`src/rtl/serial_sub_pkg.sv`:
```
// Shared types and constants for the bit-serial subtractor.
package serial_sub_pkg;

    typedef enum logic [1:0] {
        IDLE,
        SHIFT,
        DONE
    } sub_state_e;

    localparam int unsigned DEFAULT_WIDTH = 8;
    localparam int unsigned DEFAULT_CNT_W = $clog2(DEFAULT_WIDTH + 1);

    function automatic int unsigned cnt_width(input int unsigned width);
        return $clog2(width + 1);
    endfunction

endpackage

```
`src/rtl/full_subtractor.sv`:
```
// One-bit full-subtractor cell: d = a - b - bi, bo is the borrow out.
module full_subtractor (
    input  logic a,
    input  logic b,
    input  logic bi,
    output logic d,
    output logic bo
);

    assign d  = a ^ b ^ bi;
    assign bo = (~a & b) | (~(a ^ b) & bi);

endmodule

```
`src/rtl/serial_subtractor.sv`:
```
// LSB-first serial subtractor: diff = in1 - in2 - bin over WIDTH cycles.
// Define SERIAL_SUBTRACTOR_OVF_EN to add the signed-overflow output ovf.
module serial_subtractor
    import serial_sub_pkg::*;
#(
    parameter int unsigned WIDTH = DEFAULT_WIDTH
) (
    input  logic             clk,
    input  logic             rst,
    input  logic             start,
    input  logic [WIDTH-1:0] in1,
    input  logic [WIDTH-1:0] in2,
    input  logic             bin,
    output logic [WIDTH-1:0] diff,
    output logic             bout,
    output logic             busy,
    output logic             done
`ifdef SERIAL_SUBTRACTOR_OVF_EN
    ,
    output logic             ovf
`endif
);

    localparam int unsigned CNT_W = cnt_width(WIDTH);
    localparam logic [CNT_W-1:0] LAST_BIT = CNT_W'(WIDTH - 1);

    sub_state_e       state;
    logic [CNT_W-1:0] cnt;
    logic [WIDTH-1:0] a_sr;
    logic [WIDTH-1:0] b_sr;
    logic [WIDTH-1:0] r_sr;
    logic             borrow;
    logic             cell_d;
    logic             cell_bo;

    full_subtractor u_cell (
        .a  (a_sr[0]),
        .b  (b_sr[0]),
        .bi (borrow),
        .d  (cell_d),
        .bo (cell_bo)
    );

    always_ff @(posedge clk or posedge rst) begin
        if (rst) begin
            state  <= IDLE;
            cnt    <= '0;
            a_sr   <= '0;
            b_sr   <= '0;
            r_sr   <= '0;
            borrow <= 1'b0;
            diff   <= '0;
            bout   <= 1'b0;
            busy   <= 1'b0;
            done   <= 1'b0;
`ifdef SERIAL_SUBTRACTOR_OVF_EN
            ovf    <= 1'b0;
`endif
        end else begin
            done <= 1'b0;
            case (state)
                IDLE, DONE: begin
                    if (start) begin
                        a_sr   <= in1;
                        b_sr   <= in2;
                        borrow <= bin;
                        cnt    <= '0;
                        busy   <= 1'b1;
                        state  <= SHIFT;
                    end else begin
                        state <= IDLE;
                    end
                end
                SHIFT: begin
                    a_sr   <= a_sr >> 1;
                    b_sr   <= b_sr >> 1;
                    r_sr   <= {cell_d, r_sr[WIDTH-1:1]};
                    borrow <= cell_bo;
                    cnt    <= cnt + CNT_W'(1);
                    // Outputs only update on the MSB step so no partial result is ever visible.
                    if (cnt == LAST_BIT) begin
                        diff  <= {cell_d, r_sr[WIDTH-1:1]};
                        bout  <= cell_bo;
`ifdef SERIAL_SUBTRACTOR_OVF_EN
                        ovf   <= borrow ^ cell_bo;
`endif
                        busy  <= 1'b0;
                        done  <= 1'b1;
                        state <= DONE;
                    end
                end
                default: state <= IDLE;
            endcase
        end
    end

endmodule

```
`config.mk`:
```
export PLATFORM = sky130hd
export DESIGN_NAME = serial_subtractor
export DESIGN_NICKNAME = d
export VERILOG_FILES = /design/src/rtl/serial_sub_pkg.sv /design/src/rtl/full_subtractor.sv /design/src/rtl/serial_subtractor.sv
export SDC_FILE = /design/constraint.sdc
export NUM_CORES = 1
export LEC_CHECK = 0
export CORE_MARGIN = 5
export CORE_UTILIZATION = 52
export CTS_CLUSTER_SIZE = 16
export DETAILED_ROUTE_END_ITERATION = 6
export PLACE_DENSITY = 0.79
export SYNTH_ARGS = -nofsm -noshare
export SYNTH_HDL_FRONTEND = slang
export SYNTH_SLANG_ARGS = --single-unit
export TNS_END_PERCENT = 10
```
`constraint.sdc`:
```
create_clock -name clk -period 1.51 [get_ports clk]
set_input_delay 0.3775 -clock clk [delete_from_list [all_inputs] [get_ports clk]]
set_output_delay 0.3775 -clock clk [all_outputs]
set_load 0.01 [all_outputs]
```
=== Word-level counts from Yosys, hierarchy flattened ===
Index checks and enable logic that the tools add are counted.

* Add/sub/neg operators: 1
* Equality and inequality tests: 5
* Muxes and demuxes: 16
* Bitwise gates (word level): 7
* Reduce and logical (&&, ||, !) cells: 6

{| class="wikitable"
|+ Operators with widths
! cell !! count
|-
| one-hot mux 8 bit (2 select lines) || 2
|-
| 2-to-1 mux 8 bit || 2
|-
| one-hot mux 4 bit (2 select lines) || 1
|-
| 2-to-1 mux 1 bit || 6
|-
| adder 4 x 1 -> 4 bit, second input constant || 1
|-
| equality test 4 x 3 -> 1 bit, second input constant || 1
|-
| 2-to-1 mux 4 bit || 1
|-
| inequality test 2 bit, second input constant || 2
|-
| one-hot mux 1 bit (2 select lines) || 2
|-
| one-hot mux 2 bit (2 select lines) || 1
|-
| AND reduction 2 bit || 2
|-
| AND reduction 3 bit || 1
|-
| AND 1 bit || 2
|-
| equality test 2 x 1 -> 1 bit, second input constant || 1
|-
| equality test 2 bit, second input constant || 1
|-
| zero test 2 bit || 1
|-
| 2-to-1 mux 2 bit || 1
|-
| inverter 1 bit || 2
|-
| nonzero test 2 bit || 1
|-
| OR reduction 2 bit || 1
|-
| XOR 1 bit || 2
|-
| bitwise OR 1 bit || 1
|}

* Register bits after elaboration: 42
* Bits of input ports: 20
* Output and inout bits: 11
* Logic and storage cells: 45

=== Logic depth before layout (Yosys ltp) ===
Gate-level depths: netlist (run 1).

* Depth after elaboration: 5
* Gate-level depth with buffers: 5
* Mapped depth without buffers: 4

=== By module ===
Synthesis (run 1) repeated with hierarchy kept, for this count alone.

* Cells, all modules: 141
* Area, all modules: 1778.0 um2

{| class="wikitable"
|+ Modules (own cells, without submodules)
! module !! instances !! cells an instance !! area an instance (um2) !! seq. area each (um2)
|-
| serial_subtractor || 1 || 137 || 1746.7 || 1026.0
|-
| full_subtractor || 1 || 4 || 31.3 || 0.0
|}

=== Worst setup path before layout (run 1) ===
OpenSTA, ideal clock, no wires.

* Path type: register to register
* Start: reg cnt[0]
* End: reg diff[0]
* Library setup time: 128 ps
* Arrival time: 1189 ps
* Data required time: 1382 ps
* Path slack: 194 ps
* Stages on the path, launching flop included: 5
* Path buffers: 0
* Period minus slack after synthesis: 1316 ps
* Cells stage by stage: dfrtp_1 > ha_1 > nand3b_4 > nor2_8 > mux2_1

* Word-level cells in the longest chain between the ends: 2

{| class="wikitable"
|+ RTL lines
! what !! RTL line !! source
|-
| start, declared || serial_subtractor.sv:28 || <nowiki>logic [CNT_W-1:0] cnt;</nowiki>
|-
| start signal, assigned || serial_subtractor.sv:79 || <nowiki>cnt <= cnt + CNT_W'(1);</nowiki>
|-
| equality test 4 x 3 -> 1 bit || serial_subtractor.sv:81 || <nowiki>if (cnt == LAST_BIT) begin</nowiki>
|-
| AND reduction 2 bit (no line) || n/a ||
|-
| end signal, assigned || serial_subtractor.sv:82 || <nowiki>diff <= {cell_d, r_sr[WIDTH-1:1]};</nowiki>
|-
| end, declared || serial_subtractor.sv:14 || <nowiki>output logic [WIDTH-1:0] diff,</nowiki>
|}

No other way between the ends.
A chain may end at the register's enable or synchronous reset.

=== Final worst setup path (run 1) ===
* Start: reg bout
* End: out bout

{| class="wikitable"
|+ RTL lines
! what !! RTL line !! source
|-
| start, declared || serial_subtractor.sv:15 || <nowiki>output logic bout,</nowiki>
|-
| start signal, assigned || serial_subtractor.sv:83 || <nowiki>bout <= cell_bo;</nowiki>
|}

No word-level cell between the ends.

==> flow_summary.rst, run 1 <==
.. list-table::
   :header-rows: 1

   * - Metric
     - Value
   * - Number of clock sinks seen by CTS
     - a little over 40
   * - Max Clk Rate
     - 709.5 MHz
   * - Worst-path fanout max
     - 2
   * - Count of unique library cells instantiated by Yosys
     - 29
   * - Max Slew Vio Count
     - 0
   * - Floorplan Core Area
     - 3337 um2
   * - Final setup viols
     - 0
   * - Avg WL per Cell
     - 14.47 um
   * - Number of non-filler instances in the completed layout
     - 237
   * - Clock latency reported for the late side of the worst-skew pair
     - 0.34 ns
   * - Static leakage
     - 0.001086 uW
   * - Skew final
     - 0.008040 ns
   * - Max-cap violations
     - 0
   * - Worst setup path class
     - flip-flop to output pin
   * - Final weighted congestion in routability-driven placement
     - around 0.76
   * - Post-layout min period
     - around 1.4 ns
   * - I/O pin count
     - 31
   * - Critical path startpoint category
     - flip-flop
   * - Wire length of the first global-routing pass
     - ~6000 um
   * - Number of cells after detailed placement
     - 229
   * - Antenna violations before repair
     - 0
   * - Arrival time reported for the critical path endpoint
     - 1.03 ns
   * - Accumulated negative setup slack
     - 0 ns
   * - Cells along the critical path
     - dlygate4sd2_1
   * - Count of antenna diodes in the layout
     - 0
   * - Via count of the first global-routing pass
     - 1365
   * - Total half-perimeter wirelength after legalization and detailed placement
     - between 2000 and 2500 um
   * - Worst-case vdd ir drop
     - 1.199 mV
   * - Aggregate global routing overflow
     - 0
   * - FF/Latch Area
     - 1026 um2
   * - Endpoint kind of the worst setup timing path
     - output pin
   * - Tightest hold margin
     - 0.3782 ns
   * - Slowest cell delay on critical path
     - 0.40 ns
   * - Post-DR vias/cell
     - 5.321
   * - Async set or reset register ratio after synthesis
     - 100.0%
   * - Mapped Cells
     - 153
   * - Total of hold buffers inserted after clock tree synthesis
     - 0
   * - Ys flop type
     - sky130_fd_sc_hd__dfrtp_1
   * - Nets
     - ~210
   * - Rel. slew slack
     - 82.73%
   * - Fillcell total
     - 283
   * - DRC errors left
     - 0
   * - Number of flip-flops and latches in the synthesized netlist
     - 41
   * - Overall Global Routing Usage
     - 17.36%
   * - Unrepaired setup endpoints after global routing
     - no
   * - Combined area of the multi-input logic cells
     - 685.7 um2
   * - Max stage delay cell, worst path
     - sky130_fd_sc_hd__dfrtp_1
   * - Worst setup path startpoint
     - bout$_DFFE_PP0P_
   * - Library cell occupying the most area in the post-synthesis netlist
     - sky130_fd_sc_hd__dfrtp_1
   * - Power Density
     - ~2000 nW/um2
   * - Data required time at the worst endpoint
     - 1.13 ns
   * - Mean area per synthesized cell
     - approximately 12 um2
   * - Part of the Yosys area used for sequential elements
     - 57.10%
   * - Tightest Hold Check Type
     - input port to asynchronous set/reset pin
   * - Proportion of netlist area held by the largest area contributor
     - 57.10%
   * - Clock root buffer
     - sky130_fd_sc_hd__clkbuf_4
   * - Cell area after synthesis
     - 1797 um2
   * - Number of vias after detailed routing
     - 1261
   * - Number of buffers created by CTS
     - 5
   * - TritonCTS clock tree
     - done
   * - Fraction of layout instances using a drive strength above 1
     - 17.80%
   * - Count of yosys warnings during synthesis
     - 0
   * - Most numerous cell in the Yosys netlist
     - sky130_fd_sc_hd__dfrtp_1
   * - Result of the run
     - finished, final reports clean
   * - Maximum number of pins on one net before global-route repair
     - 42
   * - Buffering stage count on the worst path with inverters included
     - 1
   * - Worst reg2reg startpoint
     - cnt[0]$_DFFE_PP0P_
   * - Final clock period utilization by the worst path
     - 93.33%
   * - Leading cell types by count after synthesis
     - sky130_fd_sc_hd__dfrtp_1 (41), sky130_fd_sc_hd__nand2_1 (38), sky130_fd_sc_hd__nand3_1 (14)
   * - Count of nets left with antenna violations after detail routing
     - 0
   * - Iter 0 DRT Violations
     - 35
   * - Overall die width
     - 68.78 um
   * - Synth-to-layout area growth
     - 25.56%
   * - DIE HEIGHT
     - 68.78 um
   * - CTS clk-pin slew, worst paths
     - 0.12 ns
   * - Port buffer count
     - 30
   * - CTS max path bufs
     - 2
   * - Post-route total power
     - 4499 uW
   * - Number of nets in the synthesized netlist
     - 175
   * - Final WL
     - ~3400 um
   * - Largest delay contributor family on the critical path
     - flip-flops
   * - H-Tree Depth
     - 2
   * - Effective utilization at floorplan
     - 53.84%
   * - Full die area
     - 4731 um2
   * - Cell types with the largest area share after synthesis
     - sky130_fd_sc_hd__dfrtp_1 (57%), sky130_fd_sc_hd__nand2_1 (7.9%), sky130_fd_sc_hd__a22oi_2 (7.0%), sky130_fd_sc_hd__mux2_1 (5.0%), sky130_fd_sc_hd__nand3_1 (3.9%)
   * - Row Count
     - 21
   * - Hold Vio Cnt, Final
     - 0
   * - Post-synth EDFFs
     - 0
   * - Slew @ Worst Pin
     - 0.2579 ns
   * - First-pass iteration count of the detailed router
     - 4
-- timing repair --
| item | 4_1_cts | 5_1_grt |
|---|---|---|
| setup buffers | 0 | 0 |
| gates cloned | 0 | 0 |
| setup endpoints to repair | 11 | 8 |
| gates resized for setup | 11 | 1 |
-- power breakdown --
part	internal (uW)	switching (uW)	leakage, uW
clock network	394	355	0.0000445
logic	882	968	0.000533
registers	1600	306	0.000509
total	2870	1630	0.00109
-- metal layers --
metal / global-route usage, % / vias to the layer above / routed length [um]
li1: - / 599 / -
met1: 20.53 / 621 / 1454
met2: 30.27 / 37 / 1755
met3: 3.566 / 4 / 179
met4: 7.786 / 0 / 41
met5: 0 / - / 0
-- placed cells by master (no fill, tap or decap), types with 2 or more instances in the layout --
cell type                         synthesis  layout
sky130_fd_sc_hd__mux2i_1                  2       2
sky130_fd_sc_hd__buf_4                    3       8
sky130_fd_sc_hd__nand3_1                 14      14
sky130_fd_sc_hd__a22oi_1                  3       3
sky130_fd_sc_hd__inv_1                    3       3
sky130_fd_sc_hd__dlygate4sd2_1            0      11
sky130_fd_sc_hd__clkdlybuf4s50_1          0      19
sky130_fd_sc_hd__dfrtp_1                 41      41
sky130_fd_sc_hd__mux2_1                   8       8
sky130_fd_sc_hd__buf_12                   0       2
sky130_fd_sc_hd__nand2_1                 38      38
sky130_fd_sc_hd__clkbuf_4                 0       5
sky130_fd_sc_hd__nor2_1                   2       2
sky130_fd_sc_hd__a221o_1                  2       2
sky130_fd_sc_hd__a22o_1                   4       4
sky130_fd_sc_hd__o21ai_0                  2       2
sky130_fd_sc_hd__a22oi_2                 10      10
-- registers in the layout, summed over array words and instances (netlist names) --
name and count:
state 2, diff 8, a_sr 8, borrow 1
busy 1, r_sr 7, cnt 4, done 1
b_sr 8, bout 1
-- metrics by stage --
step                      util, %  instance area [um2]  worst slack [ns]
final                       67.60                 2256            0.1007
after global routing        67.60                 2256          0.009015
after CTS                   67.53                 2253           0.07788
after detailed placement    65.28                 2178           -0.1845
after global placement      65.28                 2178           -0.1077
after floorplan                 -                 1797            0.1865
-- final cells by class --
cell class,count,area share (%)
Timing Repair Buffer,40,17.14
Clock inverter,2,1.664
Sequential cell,41,45.48
Multi-Input combinational cell,99,30.39
Inverter,3,0.4992
Clock buffer,6,2.274
Tap cell,46,2.551
-- final timing paths --
check / slack, ns / depth (start not counted) / to
max: 0.10 / 1 / bout
max reg2reg: 0.13 / 4 / diff[1]$_DFFE_PP0P_
min: 0.38 / 3 / done$_DFF_PP0_
min reg2reg: 0.49 / 1 / cnt[3]$_DFFE_PP0P_
max in group asynchronous: 0.93 / 3 / r_sr[2]$_DFFE_PP0N_
min in group clk: 0.49 / 1 / cnt[3]$_DFFE_PP0P_
-- cell families (layout without fill, tap and decap cells) --
group / count (synthesis) / count (layout) / synth area share [%]
AO/OA/AOI/OAI: 23 / 23 / 12.53
adder cells (fa/ha/maj): 2 / 2 / 1.811
buffers and inverters: 13 / 51 / 4.874
flip-flops: 41 / 41 / 57.10
multiplexers: 10 / 10 / 6.128
AND/OR/NAND/NOR: 64 / 64 / 17.55
(Power assumes the default switching activity.)
==> run 2: changes to the inputs <==
Settings changed: CORE_MARGIN 5 to 3, SLEW_MARGIN set to 15.
==> run 2 against run 1 <==
Against the previous run:
- design area is 1.7% higher
- combinational power is 3% higher
- power up 4.2%
- critical path type is now flip-flop to flip-flop
- sequential power about the same
- wire length grew 2.5%
- critical path depth rose by 4
- largest cell class unchanged
- worst setup slack worse by 0.040 ns
- non-clock buffer count grew 4
- critical endpoint is now diff[2]$_DFFE_PP0P_
- worst hold slack got worse by 0.0064 ns
==> flow_summary.rst, run 2 (synthesis gave the netlist of run 1 again) <==
.. list-table::
   :header-rows: 1

   * - Metric
     - Value
   * - Commonest cells after routing, fill and taps aside
     - sky130_fd_sc_hd__dfrtp_1 (41), sky130_fd_sc_hd__nand2_1 (38), sky130_fd_sc_hd__clkdlybuf4s50_1 (19) (unchanged)
   * - Fillcell total
     - 250 (was 283)
   * - H-Tree Depth
     - 2 (unchanged)
   * - Post-layout min period
     - 1.450 ns (was 1.409 ns)
   * - Count of antenna diodes in the layout
     - 0 (unchanged)
   * - Post-DR vias/cell
     - 5.318 (was 5.321)
   * - Clock root buffer
     - sky130_fd_sc_hd__clkbuf_4 (unchanged)
   * - DP Worst Slack
     - -0.1302 ns (was -0.1845 ns)
   * - Max Clk Rate
     - 689.9 MHz (was 709.5 MHz)
   * - DP Area
     - 2161 um2 (was 2178 um2)
   * - Cells along the critical path
     - ha_2, nand3b_4, nor2_8, clkbuf_2, mux2_1 (was dlygate4sd2_1)
   * - Number of vias after detailed routing
     - 1271 (was 1261)
   * - Unrepaired setup endpoints after global routing
     - no (unchanged)
   * - Worst-case vdd ir drop
     - 1.299 mV (was 1.199 mV)
   * - Number of buffers created by CTS
     - 5 (unchanged)
   * - TritonCTS clock tree
     - done (unchanged)
   * - Arrival time reported for the critical path endpoint
     - 1.70 ns (was 1.03 ns)
   * - Rel. slew slack
     - 79.98% (was 82.73%)
   * - Antenna violations before repair
     - 0 (unchanged)
   * - Largest delay contributor family on the critical path
     - flip-flops (unchanged)
   * - Combined area of the multi-input logic cells
     - 685.7 um2 (unchanged)
   * - Maximum number of pins on one net before global-route repair
     - 42 (unchanged)
   * - Iter 0 DRT Violations
     - 44 (was 35)
   * - Overall die width
     - 64.78 um (was 68.78 um)
   * - Hold Vio Cnt, Final
     - 0 (unchanged)
   * - FF/Latch Area
     - 1026 um2 (unchanged)
   * - Port buffer count
     - 30 (unchanged)
   * - Via count of the first global-routing pass
     - 1357 (was 1365)
   * - R2r endpoint
     - diff[2]$_DFFE_PP0P_ (was diff[1]$_DFFE_PP0P_)
   * - Final weighted congestion in routability-driven placement
     - 0.8566 (was 0.7635)
   * - Result of the run
     - finished, final reports clean (unchanged)
   * - Aggregate global routing overflow
     - 0 (unchanged)
   * - Overall Global Routing Usage
     - 19.65% (was 17.36%)
   * - Worst Slack Setup Final
     - 0.06047 ns (was 0.1007 ns)
   * - Crit path capture
     - diff[2]$_DFFE_PP0P_ (was bout)
   * - First-pass iteration count of the detailed router
     - 4 (unchanged)
   * - Number of clock sinks seen by CTS
     - 41 (unchanged)
   * - Tightest Hold Check Type
     - input port to asynchronous set/reset pin (unchanged)
   * - Largest registers ranked by flip-flop count
     - a_sr x8, b_sr x8, diff x8 (unchanged)
   * - Synth-to-layout area growth
     - 27.72% (was 25.56%)
   * - Worst setup path class
     - flip-flop to flip-flop (was flip-flop to output pin)
   * - Worst reg2reg startpoint
     - cnt[0]$_DFFE_PP0P_ (unchanged)
   * - Power Density
     - 2043 nW/um2 (was 1995 nW/um2)
   * - CTS max path bufs
     - 2 (unchanged)
   * - Total of hold buffers inserted after clock tree synthesis
     - 0 (unchanged)
   * - Avg WL per Cell
     - 14.71 um (was 14.47 um)
   * - R2R setup slack
     - 0.06 ns (was 0.13 ns)
   * - Floorplan Core Area
     - 3178 um2 (was 3337 um2)
   * - Total half-perimeter wirelength after legalization and detailed placement
     - 2409 um (was 2491 um)
   * - CTS clk-pin slew, worst paths
     - 0.13 ns (was 0.12 ns)
   * - Buffering stage count on the worst path with inverters included
     - 1 (unchanged)
   * - Worst setup path startpoint
     - cnt[0]$_DFFE_PP0P_ (was bout$_DFFE_PP0P_)
   * - Effective utilization at floorplan
     - 56.54% (was 53.84%)
   * - Final setup viols
     - 0 (unchanged)
   * - Endpoint kind of the worst setup timing path
     - flip-flop (was output pin)
   * - Row Count
     - 20 (was 21)
   * - Count of nets left with antenna violations after detail routing
     - 0 (unchanged)
   * - Count of cell instances traversed by the critical path
     - 5 (was 1)
   * - Critical path startpoint category
     - flip-flop (unchanged)
   * - Slowest cell delay on critical path
     - 0.38 ns (was 0.40 ns)
   * - Fin area
     - 2295 um2 (was 2256 um2)
   * - I/O pin count
     - 31 (unchanged)
   * - DRC errors left
     - 0 (unchanged)
   * - Wire length of the first global-routing pass
     - 6196 um (was 5989 um)
   * - Skew final
     - 0.01615 ns (was 0.008040 ns)
   * - Static leakage
     - 0.001116 uW (was 0.001086 uW)
   * - Data required time at the worst endpoint
     - 1.76 ns (was 1.13 ns)
   * - DIE HEIGHT
     - 64.78 um (was 68.78 um)
   * - Fraction of layout instances using a drive strength above 1
     - 19.49% (was 17.80%)
   * - Clock latency reported for the late side of the worst-skew pair
     - 0.36 ns (was 0.34 ns)
   * - Leading cell type in the layout, fill and taps excluded
     - sky130_fd_sc_hd__dfrtp_1 (unchanged)
   * - Slew @ Worst Pin
     - 0.3003 ns (was 0.2579 ns)
   * - Max-cap violations
     - 0 (unchanged)
   * - Number of cells traversed by the worst register-to-register path
     - 5 (was 4)
   * - Max stage delay cell, worst path
     - sky130_fd_sc_hd__dfrtp_1 (unchanged)
   * - Max Slew Vio Count
     - 0 (unchanged)
   * - Final WL
     - 3516 um (was 3430 um)
   * - Full die area
     - 4196 um2 (was 4731 um2)
   * - Nets
     - 216 (was 212)
   * - Worst-path fanout max
     - 4 (was 2)
   * - Final clock period utilization by the worst path
     - 96.00% (was 93.33%)
## run 2: cell count changes in the layout (fill, tap and decap cells not counted)
cell | before | now
sky130_fd_sc_hd__bufinv_16 | 1 | 2
sky130_fd_sc_hd__clkbuf_2 | 0 | 1
sky130_fd_sc_hd__clkbuf_8 | 1 | 0
sky130_fd_sc_hd__buf_4 | 8 | 11
sky130_fd_sc_hd__clkinvlp_4 | 1 | 0
sky130_fd_sc_hd__clkinv_2 | 0 | 1
## run 2: how the worst min path moves through the flow
stage                          end  slack [ns]  depth (start not counted)
3_5_place_dp    cnt[3]$_DFFE_PP0P_        0.47                          1
6_report            done$_DFF_PP0_        0.37                          3
4_1_cts             done$_DFF_PP0_        0.39                          3
5_1_grt             done$_DFF_PP0_        0.39                          3
2_1_floorplan  r_sr[1]$_DFFE_PP0N_        0.44                          2
3_3_place_gp   r_sr[1]$_DFFE_PP0N_        0.46                          2
## run 2: layer usage
layer | track usage, % | share of wire (%)
met5 | 0 | 0
met4 | 7.388 | 1.6
met3 | 6.586 | 5.3
met2 | 32.57 | 50
met1 | 23.63 | 43
## run 2: report_power, final
| group | internal [uW] | leakage (uW) | total [uW] | switching, uW |
|---|---|---|---|---|
| sequential | 1600 | 0.000509 | 1910 | 312 |
| combinational | 912 | 0.000552 | 1900 | 985 |
| clock | 513 | 0.0000552 | 885 | 373 |
## run 2: metrics by stage
stage | power [uW] | utilization, % | hold WS, ns | setup TNS, ns | std cells
4_1_cts | 4646 | 70.79 | 0.3918 | 0 | 233
3_3_place_gp | 3748 | 67.99 | 0.4558 | -1.146 | 225
2_1_floorplan | 3227 | - | 0.4418 | 0 | 153
3_5_place_dp | 3870 | 67.99 | 0.4736 | -1.582 | 225
6_report | 4688 | 72.20 | 0.3718 | 0 | 239
5_1_grt | 5061 | 72.20 | 0.3853 | 0 | 239
## run 2: repair_timing
item,CTS,global route
pin swaps,0,1
resized for setup,11,1
endpoints found under the setup margin,11,8
setup buffers,0,6
## run 2: final cells by class
type                            instances  share of cell area, %
Sequential cell                        41                  44.71
Multi-Input combinational cell         99                  29.88
Timing Repair Buffer                   44                  18.05
Clock inverter                          3                  2.835
Tap cell                               44                  2.399
Clock buffer                            5                  1.636
Inverter                                3                 0.4907
## run 2: tightest hold or removal path, delay by kind of cell
kind,cells,cell delay [ns]
buf+inv,3,0.74
==> run 3: changes to the inputs <==
Settings changed: ABC_AREA set to 1, REMOVE_ABC_BUFFERS set to 1.
==> run 3 against run 2 <==
Against the previous run:
- clock skew shrank 0.0025 ns
- area after synthesis grew 1.2%
- worst setup slack gained 0.035 ns
- register-to-register slack gained 0.11 ns
- via count grew 14%
- worst hold slack gained 0.0069 ns
- largest power group unchanged
- design area shrank 0.93%
- power shrank 7.1%
==> flow_summary.rst, run 3 <==
.. list-table::
   :header-rows: 1

   * - Metric
     - Value
   * - Total of hold buffers inserted after clock tree synthesis
     - 0 (unchanged)
   * - Iter 0 DRT Violations
     - 79 (was 44)
   * - Port buffer count
     - 30 (unchanged)
   * - Count of antenna diodes in the layout
     - 0 (unchanged)
   * - Via count of the first global-routing pass
     - 1426 (was 1357)
   * - TritonCTS clock tree
     - done (unchanged)
   * - Largest delay contributor family on the critical path
     - flip-flops (unchanged)
   * - Max Slew Vio Count
     - 0 (unchanged)
   * - Final WL
     - 3353 um (was 3516 um)
   * - Total half-perimeter wirelength after legalization and detailed placement
     - 2302 um (was 2409 um)
   * - Max Clk Rate
     - 707.2 MHz (was 689.9 MHz)
   * - Clock latency reported for the late side of the worst-skew pair
     - 0.35 ns (was 0.36 ns)
   * - Antenna violations before repair
     - 0 (unchanged)
   * - Most numerous cell in the Yosys netlist
     - sky130_fd_sc_hd__nand2_1 (was sky130_fd_sc_hd__dfrtp_1)
   * - Largest family of logic cells by synthesized area
     - simple AND/OR/NAND/NOR gates (unchanged)
   * - Fillcell total
     - 276 (was 250)
   * - Full die area
     - 4242 um2 (was 4196 um2)
   * - Setup Buffers After CTS
     - 0 (unchanged)
   * - Cells along the critical path
     - dlygate4sd2_1 (was ha_2, nand3b_4, nor2_8, clkbuf_2, mux2_1)
   * - CTS clk-pin slew, worst paths
     - 0.12 ns (was 0.13 ns)
   * - Final setup viols
     - 0 (unchanged)
   * - Static leakage
     - 0.001270 uW (was 0.001116 uW)
   * - Arrival time reported for the critical path endpoint
     - 1.04 ns (was 1.70 ns)
   * - Crit path capture
     - diff[7] (was diff[2]$_DFFE_PP0P_)
   * - Mapped Cells
     - 231 (was 153)
   * - Buffering stage count on the worst path with inverters included
     - 1 (unchanged)
   * - H-Tree Depth
     - 2 (unchanged)
   * - Nets
     - 291 (was 216)
   * - Proportion of netlist area held by the largest area contributor
     - 56.43% (was 57.10%)
   * - Adder-cell share of the synthesized area
     - 1.789% (was 1.811%)
   * - Power Density
     - 1916 nW/um2 (was 2043 nW/um2)
   * - Count of cell instances traversed by the critical path
     - 1 (was 5)
   * - Rel. slew slack
     - 84.10% (was 79.98%)
   * - Fraction of layout instances using a drive strength above 1
     - 7.407% (was 19.49%)
   * - Accumulated negative setup slack
     - 0 ns (unchanged)
   * - Post-DR vias/cell
     - 4.596 (was 5.318)
   * - Post-layout min period
     - 1.414 ns (was 1.450 ns)
   * - Overall die width
     - 65.13 um (was 64.78 um)
   * - Aggregate global routing overflow
     - 0 (unchanged)
   * - Data required time at the worst endpoint
     - 1.13 ns (was 1.76 ns)
   * - Critical path startpoint category
     - flip-flop (unchanged)
   * - Endpoint kind of the worst setup timing path
     - output pin (was flip-flop)
   * - Floorplan Core Area
     - 3203 um2 (was 3178 um2)
   * - Number of cells traversed by the worst register-to-register path
     - 6 (was 5)
   * - Tightest Hold Check Type
     - input port to asynchronous set/reset pin (unchanged)
   * - Async set or reset register ratio after synthesis
     - 100.0% (unchanged)
   * - Avg WL per Cell
     - 10.68 um (was 14.71 um)
   * - Worst-case vdd ir drop
     - 0.9362 mV (was 1.299 mV)
   * - CTS max path bufs
     - 2 (unchanged)
   * - Slew @ Worst Pin
     - 0.2380 ns (was 0.3003 ns)
   * - Tightest hold margin
     - 0.3787 ns (was 0.3718 ns)
   * - Post-synth EDFFs
     - 0 (unchanged)
   * - Number of flip-flops and latches in the synthesized netlist
     - 41 (unchanged)
   * - Number of cells after detailed placement
     - 305 (was 225)
   * - Clock root buffer
     - sky130_fd_sc_hd__clkbuf_4 (unchanged)
   * - Number of non-filler instances in the completed layout
     - 314 (was 239)
   * - Overall Global Routing Usage
     - 18.36% (was 19.65%)
   * - Leading cell type in the layout, fill and taps excluded
     - sky130_fd_sc_hd__nand2_1 (was sky130_fd_sc_hd__dfrtp_1)
   * - Leading cell types by count after synthesis
     - sky130_fd_sc_hd__nand2_1 (140), sky130_fd_sc_hd__dfrtp_1 (41), sky130_fd_sc_hd__inv_1 (24) (was sky130_fd_sc_hd__dfrtp_1 (41), sky130_fd_sc_hd__nand2_1 (38), sky130_fd_sc_hd__nand3_1 (14))
   * - Skew final
     - 0.01363 ns (was 0.01615 ns)
   * - Complex-gate fraction of the synthesized area
     - 1.101% (was 12.53%)
   * - Count of yosys warnings during synthesis
     - 0 (unchanged)
   * - Cell area after synthesis
     - 1818 um2 (was 1797 um2)
   * - Mux share of post-synthesis cell area
     - 0% (was 6.128%)
   * - Synth-to-layout area growth
     - 25.05% (was 27.72%)
   * - Effective utilization at floorplan
     - 56.76% (was 56.54%)
   * - Count of unique library cells instantiated by Yosys
     - 17 (was 29)
   * - Number of buffers created by CTS
     - 5 (unchanged)
   * - DIE HEIGHT
     - 65.13 um (was 64.78 um)
   * - Slowest cell delay on critical path
     - 0.40 ns (was 0.38 ns)
   * - Maximum number of pins on one net before global-route repair
     - 42 (unchanged)
   * - Part of the Yosys area used for sequential elements
     - 56.43% (was 57.10%)
   * - Max stage delay cell, worst path
     - sky130_fd_sc_hd__dfrtp_1 (unchanged)
   * - Ys flop type
     - sky130_fd_sc_hd__dfrtp_1 (unchanged)
   * - Unrepaired setup endpoints after global routing
     - no (unchanged)
   * - Final weighted congestion in routability-driven placement
     - 0.7649 (was 0.8566)
   * - Mean area per synthesized cell
     - 7.870 um2 (was 11.74 um2)
   * - First-pass iteration count of the detailed router
     - 4 (unchanged)
   * - Hold Vio Cnt, Final
     - 0 (unchanged)
   * - Largest registers ranked by flip-flop count
     - a_sr x8, b_sr x8, diff x8 (unchanged)
   * - Count of nets left with antenna violations after detail routing
     - 0 (unchanged)
   * - Parity-gate share of the synthesized area counting xor and xnor cells
     - 0% (unchanged)
   * - Row Count
     - 20 (unchanged)
   * - Worst setup path startpoint
     - diff[7]$_DFFE_PP0P_ (was cnt[0]$_DFFE_PP0P_)
   * - Final clock period utilization by the worst path
     - 93.65% (was 96.00%)
   * - Wire length of the first global-routing pass
     - 5961 um (was 6196 um)
   * - Library cell occupying the most area in the post-synthesis netlist
     - sky130_fd_sc_hd__dfrtp_1 (unchanged)
   * - R2r endpoint
     - diff[2]$_DFFE_PP0P_ (unchanged)
   * - Number of vias after detailed routing
     - 1443 (was 1271)
   * - Worst reg2reg startpoint
     - cnt[0]$_DFFE_PP0P_ (unchanged)
   * - Commonest cells after routing, fill and taps aside
     - sky130_fd_sc_hd__nand2_1 (141), sky130_fd_sc_hd__dfrtp_1 (41), sky130_fd_sc_hd__inv_1 (24) (was sky130_fd_sc_hd__dfrtp_1 (41), sky130_fd_sc_hd__nand2_1 (38), sky130_fd_sc_hd__clkdlybuf4s50_1 (19))
   * - R2R setup slack
     - 0.17 ns (was 0.06 ns)
   * - Cell types with the largest area share after synthesis
     - sky130_fd_sc_hd__dfrtp_1 (56%), sky130_fd_sc_hd__nand2_1 (29%), sky130_fd_sc_hd__inv_1 (5.0%), sky130_fd_sc_hd__buf_4 (1.2%), sky130_fd_sc_hd__buf_6 (1.2%) (was sky130_fd_sc_hd__dfrtp_1 (57%), sky130_fd_sc_hd__nand2_1 (7.9%), sky130_fd_sc_hd__a22oi_2 (7.0%), sky130_fd_sc_hd__mux2_1 (5.0%), sky130_fd_sc_hd__nand3_1 (3.9%))
   * - Max-cap violations
     - 0 (unchanged)
   * - Worst-path fanout max
     - 2 (was 4)
   * - Number of clock sinks seen by CTS
     - 41 (unchanged)
   * - DRC errors left
     - 0 (unchanged)
   * - I/O pin count
     - 31 (unchanged)
   * - Post-Synth Simple-Gate Area
     - 32.76% (was 17.55%)
   * - Worst setup path class
     - flip-flop to output pin (was flip-flop to flip-flop)
   * - Result of the run
     - finished, final reports clean (unchanged)
==> run 3: changes by cell type in the layout (fill, tap and decap cells not counted), sizes merged, moves of 4 or more <==
cell / change
nand2: +104
inv: +22
a22oi: -13
nand3: -11
mux2: -8
buf: -7
a22o: -4
nor2: +4
==> run 3: final cells by class <==
type                    count  area (um2)  share of cell area, %
clock inverters             1       5.005                 0.2201
repair buffers             36       369.1                  16.24
multi-input cells         160       659.4                  29.00
inverters                  25       93.84                  4.128
flip-flops and latches     41        1026                  45.13
well taps                  44       55.05                  2.422
clock buffers               7       65.06                  2.862
==> run 3: cell families after synthesis <==
kind of cell               count (synthesis)
and+or+nand+nor                          153
buffers and inverters                     31
AOI/OAI and AO/OA                          4
adders and majority gates                  2
DFF                                       41
==> run 3: how the worst min path moves through the flow <==
stage	from	end	depth (start not counted)
2_1_floorplan	r_sr[7]$_DFFE_PP0N_	diff[6]$_DFFE_PP0P_	2
3_3_place_gp	r_sr[7]$_DFFE_PP0N_	diff[6]$_DFFE_PP0P_	2
3_5_place_dp	diff[0]$_DFFE_PP0P_	diff[0]$_DFFE_PP0P_	2
4_1_cts	rst	b_sr[0]$_DFFE_PP0P_	3
5_1_grt	rst	diff[3]$_DFFE_PP0P_	3
6_report	rst	diff[3]$_DFFE_PP0P_	3
==> run 3: report_power, final <==
group	internal (uW)	switching, uW	total (uW)
logic	769	1070	1840
clock network	270	347	617
registers	1590	312	1900
==> run 3: through the flow <==
stage          setup WS (ns)  utilization (%)  power, uW  area [um2]
2_1_floorplan         0.1865                -       3023        1768
3_3_place_gp         0.04814            68.87       3739        2206
3_5_place_dp         0.03137            68.87       3850        2206
4_1_cts              0.07756            70.63       4374        2262
5_1_grt             0.008156            70.98       4781        2273
6_report             0.09591            70.98       4357        2273
==> run 3: per-layer routing <==
metal / track usage (%) / vias to the layer above / wire (um)
met3: 3.419 / 10 / 148
met5: 0 / - / 0
met1: 22.74 / 645 / 1497
met2: 30.40 / 32 / 1617
li1: - / 756 / -
met4: 10.10 / 0 / 90
==> run 3: timing repair <==
action                     4_1_cts  5_1_grt
resized for setup               11        2
setup endpoints to repair       11        4
pin swaps                        0        1
gates cloned                     0        1
